<file path="src/rtl/riscv_ctrl_pkg.sv">
// Shared definitions for the multicycle RV32I control path: opcodes, FSM states,
// ALUOp codes and the decoded instruction-class vector.
package riscv_ctrl_pkg;

    localparam logic [6:0] OP_R    = 7'b0110011;
    localparam logic [6:0] OP_I    = 7'b0010011;
    localparam logic [6:0] OP_LW   = 7'b0000011;
    localparam logic [6:0] OP_SW   = 7'b0100011;
    localparam logic [6:0] OP_BR   = 7'b1100011;
    localparam logic [6:0] OP_JAL  = 7'b1101111;
    localparam logic [6:0] OP_JALR = 7'b1100111;
    localparam logic [6:0] OP_LUI  = 7'b0110111;
    localparam logic [6:0] OP_HALT = 7'b0000000;

    localparam logic [1:0] ALUOP_MEM   = 2'b00;
    localparam logic [1:0] ALUOP_BR    = 2'b01;
    localparam logic [1:0] ALUOP_ARITH = 2'b10;
    localparam logic [1:0] ALUOP_LUI   = 2'b11;

    typedef enum logic [2:0] {
        FETCH  = 3'd0,
        DECODE = 3'd1,
        EXEC   = 3'd2,
        MEM    = 3'd3,
        WB     = 3'd4,
        HALTED = 3'd5
    } state_t;

    // One-hot instruction class; at most one bit set, none for an illegal opcode.
    typedef struct packed {
        logic r;
        logic i;
        logic lw;
        logic sw;
        logic br;
        logic jal;
        logic jalr;
        logic lui;
        logic hlt;
    } op_class_t;

endpackage

</file>
<file path="src/rtl/rv_opcode_decode.sv">
// Combinational opcode classifier: maps IR[6:0] to a one-hot class vector and
// flags any opcode that is not part of the supported subset.
module rv_opcode_decode
    import riscv_ctrl_pkg::*;
(
    input  logic [6:0] opcode_i,
    output logic [8:0] class_o,
    output logic       illegal_o
);

    op_class_t cls;

    always_comb begin
        cls       = '0;
        illegal_o = 1'b0;
        case (opcode_i)
            OP_R:    cls.r    = 1'b1;
            OP_I:    cls.i    = 1'b1;
            OP_LW:   cls.lw   = 1'b1;
            OP_SW:   cls.sw   = 1'b1;
            OP_BR:   cls.br   = 1'b1;
            OP_JAL:  cls.jal  = 1'b1;
            OP_JALR: cls.jalr = 1'b1;
            OP_LUI:  cls.lui  = 1'b1;
            OP_HALT: cls.hlt  = 1'b1;
            default: illegal_o = 1'b1;
        endcase
    end

    assign class_o = cls;

endmodule

</file>
<file path="src/rtl/multicycle_controller.sv">
// Multicycle RV32I main control FSM with memory handshakes, stall, bounded
// memory wait, illegal-opcode policy and a saturating retired-instruction counter.
module multicycle_controller
    import riscv_ctrl_pkg::*;
#(
    parameter int MEM_TIMEOUT  = 16,
    parameter int ILLEGAL_HALT = 1,
    parameter int CNT_W        = 32
) (
    input  logic             clk,
    input  logic             reset,
    input  logic [6:0]       Opcode,
    input  logic             imem_ready,
    input  logic             dmem_ready,
    input  logic             stall,
    output logic             IMemReq,
    output logic             IRWrite,
    output logic             PCWrite,
    output logic             ALUSrc,
    output logic             MemtoReg,
    output logic             RegWrite,
    output logic             MemRead,
    output logic             MemWrite,
    output logic             Branch,
    output logic             jump,
    output logic             jalrSel,
    output logic             RWSel,
    output logic [1:0]       ALUOp,
    output logic             halt,
    output logic             mem_err,
    output logic [2:0]       state_o,
    output logic [CNT_W-1:0] instr_count
);

    localparam int WAIT_W = (MEM_TIMEOUT > 1) ? $clog2(MEM_TIMEOUT) : 1;

    state_t            state_q, state_d;
    logic [6:0]        op_q, op_d;
    logic [WAIT_W-1:0] wait_q, wait_d;
    logic [CNT_W-1:0]  cnt_q, cnt_d;
    logic              err_q, err_d;

    logic [6:0] dec_op;
    op_class_t  cls;
    logic       illegal;
    logic       wait_last;

    // In DECODE the live IR is classified; later phases use the latched copy.
    assign dec_op = (state_q == DECODE) ? Opcode : op_q;

    rv_opcode_decode u_dec (
        .opcode_i  (dec_op),
        .class_o   (cls),
        .illegal_o (illegal)
    );

    assign wait_last = (MEM_TIMEOUT != 0) && (wait_q == WAIT_W'(MEM_TIMEOUT - 1));

    always_comb begin
        state_d  = state_q;
        op_d     = op_q;
        wait_d   = wait_q;
        err_d    = err_q;
        cnt_d    = cnt_q;
        IMemReq  = 1'b0;
        IRWrite  = 1'b0;
        PCWrite  = 1'b0;
        ALUSrc   = 1'b0;
        MemtoReg = 1'b0;
        RegWrite = 1'b0;
        MemRead  = 1'b0;
        MemWrite = 1'b0;
        Branch   = 1'b0;
        jump     = 1'b0;
        jalrSel  = 1'b0;
        RWSel    = 1'b0;
        ALUOp    = ALUOP_MEM;
        if (!reset) begin
            case (state_q)
                FETCH: begin
                    IMemReq = 1'b1;
                    if (!stall) begin
                        if (imem_ready) begin
                            IRWrite = 1'b1;
                            state_d = DECODE;
                        end else if (wait_last) begin
                            err_d   = 1'b1;
                            state_d = HALTED;
                        end else if (MEM_TIMEOUT != 0) begin
                            wait_d = wait_q + 1'b1;
                        end
                    end
                end
                DECODE: begin
                    if (!stall) begin
                        op_d = Opcode;
                        if (cls.hlt) begin
                            state_d = HALTED;
                        end else if (illegal) begin
                            if (ILLEGAL_HALT != 0) begin
                                state_d = HALTED;
                            end else begin
                                PCWrite = 1'b1;
                                state_d = FETCH;
                            end
                        end else begin
                            state_d = EXEC;
                        end
                    end
                end
                EXEC: begin
                    ALUSrc = cls.lw | cls.sw | cls.i | cls.lui | cls.jalr;
                    Branch = cls.br;
                    if (cls.br)
                        ALUOp = ALUOP_BR;
                    else if (cls.lui)
                        ALUOp = ALUOP_LUI;
                    else if (cls.r | cls.i | cls.jalr)
                        ALUOp = ALUOP_ARITH;
                    if (!stall) begin
                        if (cls.br) begin
                            PCWrite = 1'b1;
                            state_d = FETCH;
                        end else if (cls.lw | cls.sw) begin
                            state_d = MEM;
                        end else begin
                            state_d = WB;
                        end
                    end
                end
                MEM: begin
                    MemRead  = cls.lw;
                    MemWrite = cls.sw;
                    if (!stall) begin
                        if (dmem_ready) begin
                            if (cls.sw) begin
                                PCWrite = 1'b1;
                                state_d = FETCH;
                            end else begin
                                state_d = WB;
                            end
                        end else if (wait_last) begin
                            err_d   = 1'b1;
                            state_d = HALTED;
                        end else if (MEM_TIMEOUT != 0) begin
                            wait_d = wait_q + 1'b1;
                        end
                    end
                end
                WB: begin
                    MemtoReg = cls.lw;
                    jump     = cls.jal | cls.jalr;
                    RWSel    = cls.jal | cls.jalr;
                    jalrSel  = cls.jalr;
                    if (!stall) begin
                        RegWrite = 1'b1;
                        PCWrite  = 1'b1;
                        state_d  = FETCH;
                    end
                end
                HALTED: state_d = HALTED;
                default: state_d = FETCH;
            endcase
            // Every phase change starts a fresh wait window.
            if (state_d != state_q)
                wait_d = '0;
            if (PCWrite && (cnt_q != '1))
                cnt_d = cnt_q + 1'b1;
        end
    end

    always_ff @(posedge clk) begin
        if (reset) begin
            state_q <= FETCH;
            op_q    <= '0;
            wait_q  <= '0;
            cnt_q   <= '0;
            err_q   <= 1'b0;
        end else begin
            state_q <= state_d;
            op_q    <= op_d;
            wait_q  <= wait_d;
            cnt_q   <= cnt_d;
            err_q   <= err_d;
        end
    end

    assign halt        = !reset && (state_q == HALTED);
    assign mem_err     = !reset && err_q;
    assign state_o     = reset ? 3'd0 : state_q;
    assign instr_count = reset ? '0 : cnt_q;

endmodule

</file>
<file path="config.mk">
export PLATFORM = sky130hd
export DESIGN_NAME = multicycle_controller
export DESIGN_NICKNAME = d
export VERILOG_FILES = /design/src/rtl/riscv_ctrl_pkg.sv /design/src/rtl/rv_opcode_decode.sv /design/src/rtl/multicycle_controller.sv
export SDC_FILE = /design/constraint.sdc
export NUM_CORES = 1
export LEC_CHECK = 0
export BUFFER_PORTS_ARGS = -buffer_cell sky130_fd_sc_hd__buf_2
export CAP_MARGIN = 20
export CELL_PAD_IN_SITES_DETAIL_PLACEMENT = 1
export CELL_PAD_IN_SITES_GLOBAL_PLACEMENT = 2
export CORE_MARGIN = 3
export CORE_UTILIZATION = 31
export DETAILED_ROUTE_END_ITERATION = 8
export PLACE_DENSITY = 0.83
export SYNTH_ARGS = -nofsm -noshare
export SYNTH_HDL_FRONTEND = slang
export SYNTH_SLANG_ARGS = --single-unit
</file>
<file path="constraint.sdc">
create_clock -name clk -period 3.4 [get_ports clk]
set_clock_uncertainty 0.1 [all_clocks]
set_input_delay 0.68 -clock clk [delete_from_list [all_inputs] [get_ports clk]]
set_output_delay 0.68 -clock clk [all_outputs]
set_load 0.05 [all_outputs]
</file>
## After elaboration in Yosys (flattened, before gate mapping)

Index checks and enable logic that the tools add are counted.

- Register bits after elaboration: 47
- Output and inout bits: 51

- Add/subtract/negate cells: 2
- Equal/unequal tests: 20
- Muxes and demuxes: 75
- Bitwise gates (word level): 8
- Reductions and logical operators: 11

Operators with widths:

| operator | count |
|---|---|
| $mux W3 | 15 |
| $mux W1 | 44 |
| $add A32 B1 Y32 const B | 1 |
| $mux W32 | 1 |
| $ne A32 B32 Y1 const B | 1 |
| $eq A7 B6 Y1 const B | 3 |
| $eq A7 B7 Y1 const B | 3 |
| $mux W4 | 5 |
| $pmux W3 S6 | 1 |
| $mux W2 | 5 |
| $reduce_or A9 Y1 | 1 |
| $ne A2 B2 Y1 const B | 4 |
| $pmux W4 S2 | 1 |
| $eq A7 B2 Y1 const B | 1 |
| $eq A7 B5 Y1 const B | 1 |
| $logic_not A7 Y1 | 1 |
| $mux W7 | 1 |
| $or A1 B1 Y1 | 7 |
| $eq A3 B2 Y1 const B | 2 |
| $eq A3 B3 Y1 const B | 2 |
| $reduce_and A5 Y1 | 1 |
| $add A4 B1 Y4 const B | 1 |
| $eq A4 B4 Y1 const B | 1 |
| $eq A3 B1 Y1 const B | 1 |
| other kinds (10) | 12 |

## Logic depth before layout (Yosys ltp)

- Depth after elaboration: 12
- Depth in mapped cells: 8
- Mapped depth without buffers: 7

## By module

From an unflattened synthesis, not the netlist that was laid out.

- Cells, all modules: 379
- Area, all modules: 3,067.9 sq um

By module, submodules not included:

| module | times used | cells an instance | area each (sq um) |
|---|---|---|---|
| multicycle_controller | 1 | 357 | 2,926.6 |
| rv_opcode_decode | 1 | 22 | 141.4 |

## Worst setup path before layout

Ideal clock, no wire load.

- Kind: input -> output
- From: input Opcode[3]
- To: output MemtoReg
- Arrival time: 2.849 ns
- Data required time: 2.620 ns
- Slack: -0.229 ns
- Cell stages on the path: 5
- Path buffers: 0
- Path through: nand4bb_1 > or3_1 > nor2_1 > nor2_1 > nor4_1

- Word-level cells in the longest chain between the ends: 5

RTL lines:

| element | line | source |
|---|---|---|
| start, declared | multicycle_controller.sv:12 | `input logic [6:0] Opcode,` |
| $mux W7 | multicycle_controller.sv:49 | `assign dec_op = (state_q == DECODE) ? Opcode : op_q;` |
| $eq A7 B2 Y1 | rv_opcode_decode.sv:16 | `case (opcode_i)` |
| $mux W1 | rv_opcode_decode.sv:16 |  |
| $mux W1 | multicycle_controller.sv:79 | `case (state_q)` |
| $mux W1 | multicycle_controller.sv:78 | `if (!reset) begin` |
| end, declared | multicycle_controller.sv:20 | `output logic MemtoReg,` |

Every way passes these cells.

## Worst setup path after layout

- From: register state_q[1]
- To: output PCWrite

- Word-level cells in the longest chain between the ends: 10
- Elaborated cells between the ends (all ways): 17
- Classes of those cells: 6 x eq/ne; 11 x mux

RTL lines:

| element | line | source |
|---|---|---|
| start, declared | multicycle_controller.sv:37 | `state_t state_q, state_d;` |
| start signal, assigned | multicycle_controller.sv:180 | `state_q <= state_d;` |
| $eq A3 B1 Y1 | multicycle_controller.sv:49, multicycle_controller.sv:79 |  |
| $mux W7 | multicycle_controller.sv:49 |  |
| $eq A7 B6 Y1 | rv_opcode_decode.sv:16 |  |
| $mux W1 | rv_opcode_decode.sv:16 |  |
| $mux W1 | multicycle_controller.sv:136 | `if (cls.sw) begin` |
| $mux W1 | multicycle_controller.sv:135 | `if (dmem_ready) begin` |
| $mux W1 | multicycle_controller.sv:134 | `if (!stall) begin` |
| $pmux W1 S3 * | multicycle_controller.sv:79 |  |
| $mux W1 * (2 in series) | multicycle_controller.sv:78 |  |
| end, declared | multicycle_controller.sv:18 | `output logic PCWrite,` |

Every way passes the cells marked *; elsewhere a longest branch is shown, timed or not. The select of a mux whose other input is x is not followed.

==> flow_metrics.tcl <==
set metrics [dict create \
    end_kind "output port" \
    path_class "reg2out" \
    setup_viol 0 \
    cts_tree "built" \
    synth_area_sq_um 3110 \
    grt_pass1_vias 3154 \
    area_growth_pct 17.5 \
    vias_per_cell 5.27 \
    insertion_delay_ps 310 \
    synth_area_leaders "dfxtp_1 30%, nor2b_1 7.4%, nor2_1 6.3%" \
    overflow 0 \
    drive_above_1_share_pct 21.8 \
    hpwl_mm 6.90 \
    numPortBuffers 62 \
    p_leak_nw 1.42 \
    path_max_fanout 12 \
    rsz0062_at_grt "false" \
    antenna_cells 0 \
    peakVddDrop_v 0.000145 \
    clockBufferDepth 2 \
    grt_pass1_wl_mm 15.6 \
    cp_cell_sequence "nor3b_1, buf_4, or4bb_1, a21oi_1, nor2_1, nor2_1, buf_2" \
    crit_family "simple AND/OR/NAND/NOR gates" \
    dp.cells 584 \
    path_common_cell "nor2_1" \
    dieHeight_um 106 \
    power_density_nw_per_um2 292 \
    startpoint_type "flip-flop" \
    synth_cell_type_count 58 \
    placementRows 35 \
    synthArstFlopShare_pct 0 \
    htree_levels 2 \
    ys_warn_count 0 \
    place_ws_ps 251 \
    synth_edf_count 0 \
    fin_cells 592 \
    slew_headroom_pct 56.4 \
    root_buffer "clkbuf_8" \
    dieWidth_um 106 \
    synth-main-ff-cell "dfxtp_1" \
    finalCoreUtilization_pct 38.5 \
    cp.arrival_ps 2430 \
    hold_viol 0 \
    whs_ps 386 \
    timing.fmax_mhz 312 \
    start_util_pct 32.7 \
    switchingPower_mw 0.317 \
    drtPass1Iterations 4 \
    clock-sinks 47 \
    syn_inst 410 \
    drt.antenna.violating_nets 0 \
    synth.most_common_cell "nor2_1" \
    routed_wirelength_mm 9.15 \
    syn_avg_cell_area_sq_um 7.59 \
    syn_nets 424 \
    yosys-top-cells-count "52 x nor2_1, 47 x dfxtp_1, 45 x nand2_1, 37 x nor2b_1, 20 x a21oi_1" \
    hp-class "reg2reg" \
    post_cts_buffers 0 \
    remaining_drc_errors 0 \
    worstPathBufferInverterCount 2 \
    slowest_stage "dfxtp_1" \
    setup_tns_ps 0 \
    p_clk_share_pct 33.3 \
    worst_slack_ps 192 \
    ioPinCount 63 \
    post-route-period-util_pct 94.4 \
    cap_violations 0 \
    power_switching_share_pct 29.6 \
    crit_path_max_incr_delay_ps 540 \
    p_int_mw 0.751 \
    drt-wirelength-per-cell_um 15.5 \
    tightest_slew_ps 650 \
    yosys_register_bits 47 \
    path_clk_slew_ps 90 \
    core_area_sq_um 9500 \
    power_frac_comb_pct 13.2 \
    cts_made_buffers 5 \
    ys_seq_area_share_pct 30.2 \
    synth_top_area_share_pct 30.2 \
    vias 3121 \
    fin_nets 476 \
    place.gp.congestion 0.743 \
    required_ps 2620 \
    power_frac_seq_pct 53.5 \
    post_cts_resized 0 \
    grt_start_max_net_pins 76 \
    timing.final.crit_period_ps 3210 \
    drt-initial-drc-count 119 \
    track_usage_pct 16.4 \
    hold_buffers 0 \
    antenna_found_initial 0 \
    die_area_sq_um 11300 \
    slew_violations 0 \
    status "finished, final reports clean" \
    yosysTopAreaCell "dfxtp_1" \
]
worst paths after layout:
path / to / depth (start not counted) / slack (ps) / startpoint
worst max-delay path: PCWrite / 7 / 190 / state_q[1]
worst min-delay path: err_q / 2 / 390 / err_q
worst max register to register: cnt_q[15] / 8 / 590 / state_q[1]
worst min register to register: err_q / 2 / 390 / err_q
stage by stage:
stage | total power [mW] | cell area (sq um)
2_1_floorplan | 0.680 | 3130
3_3_place_gp | 0.723 | 3570
3_5_place_dp | 0.725 | 3570
4_1_cts | 1.08 | 3650
5_1_grt | 1.12 | 3660
6_report | 1.07 | 3660
placed cells by master, fill, tap and decap left out, types with 5 or more instances in the layout:
cell type	instances
a21oi_1	20
a31oi_1	9
and3_1	7
buf_2	62
buf_4	7
clkbuf_8	5
dfxtp_1	46
inv_1	7
mux2_2	11
nand2_1	45
nand2b_1	5
nand3_1	10
nand4_1	11
nor2_1	52
nor2b_1	37
nor3_1	16
nor4_2	5
o211ai_1	5
o21ai_0	15
or3_1	5
or4_1	5
xor2_1	12
power groups by stage:
stage               clock network [mW]  registers [mW]  logic, mW
floorplan                            0           0.576      0.103
CTS                              0.371           0.571      0.141
global placement                     0           0.583      0.140
detailed placement                   0           0.584      0.141
finish                           0.356           0.571      0.141
global route                     0.387           0.573      0.157
routing by layer:
layer,wire [um],up-vias,track usage (%)
li1,-,1575,-
met1,4580,1495,23.3
met2,4220,45,26.3
met3,292,6,2.67
met4,51,0,3.05
met5,0,-,0
area by class of cell:
class / count / area [sq um]
Clock buffer: 6 / 72.6
Multi-Input combinational cell: 331 / 2050
Tap cell: 129 / 161
Fill cell: 1211 / 5850
Clock inverter: 2 / 16.3
Inverter: 7 / 26.3
Sequential cell: 47 / 942
Timing Repair Buffer: 70 / 383
tightest hold or removal path, delay by kind of cell (launching register included):
family	cells	cell delay, ps
DFF	1	340
AOI/OAI and AO/OA	1	50
and+or+nand+nor	1	70
cell families (layout without fill, tap and decap cells):
group | after synthesis | count (layout) | synth area share (%)
flip-flops | 47 | 47 | 30.2
multiplexers | 17 | 17 | 6.07
adder cells (fa/ha/maj) | 2 | 2 | 0.804
AND/OR/NAND/NOR | 230 | 230 | 40.9
XOR/XNOR | 12 | 12 | 3.38
AO/OA/AOI/OAI | 70 | 70 | 14.3
buffers and inverters | 32 | 85 | 4.26
flip-flops by register name, indices dropped and copies added (netlist names):
name     count
err_q        1
cnt_q       32
op_q         7
wait_q       4
state_q      3
Power figures use the tool's default switching activity.
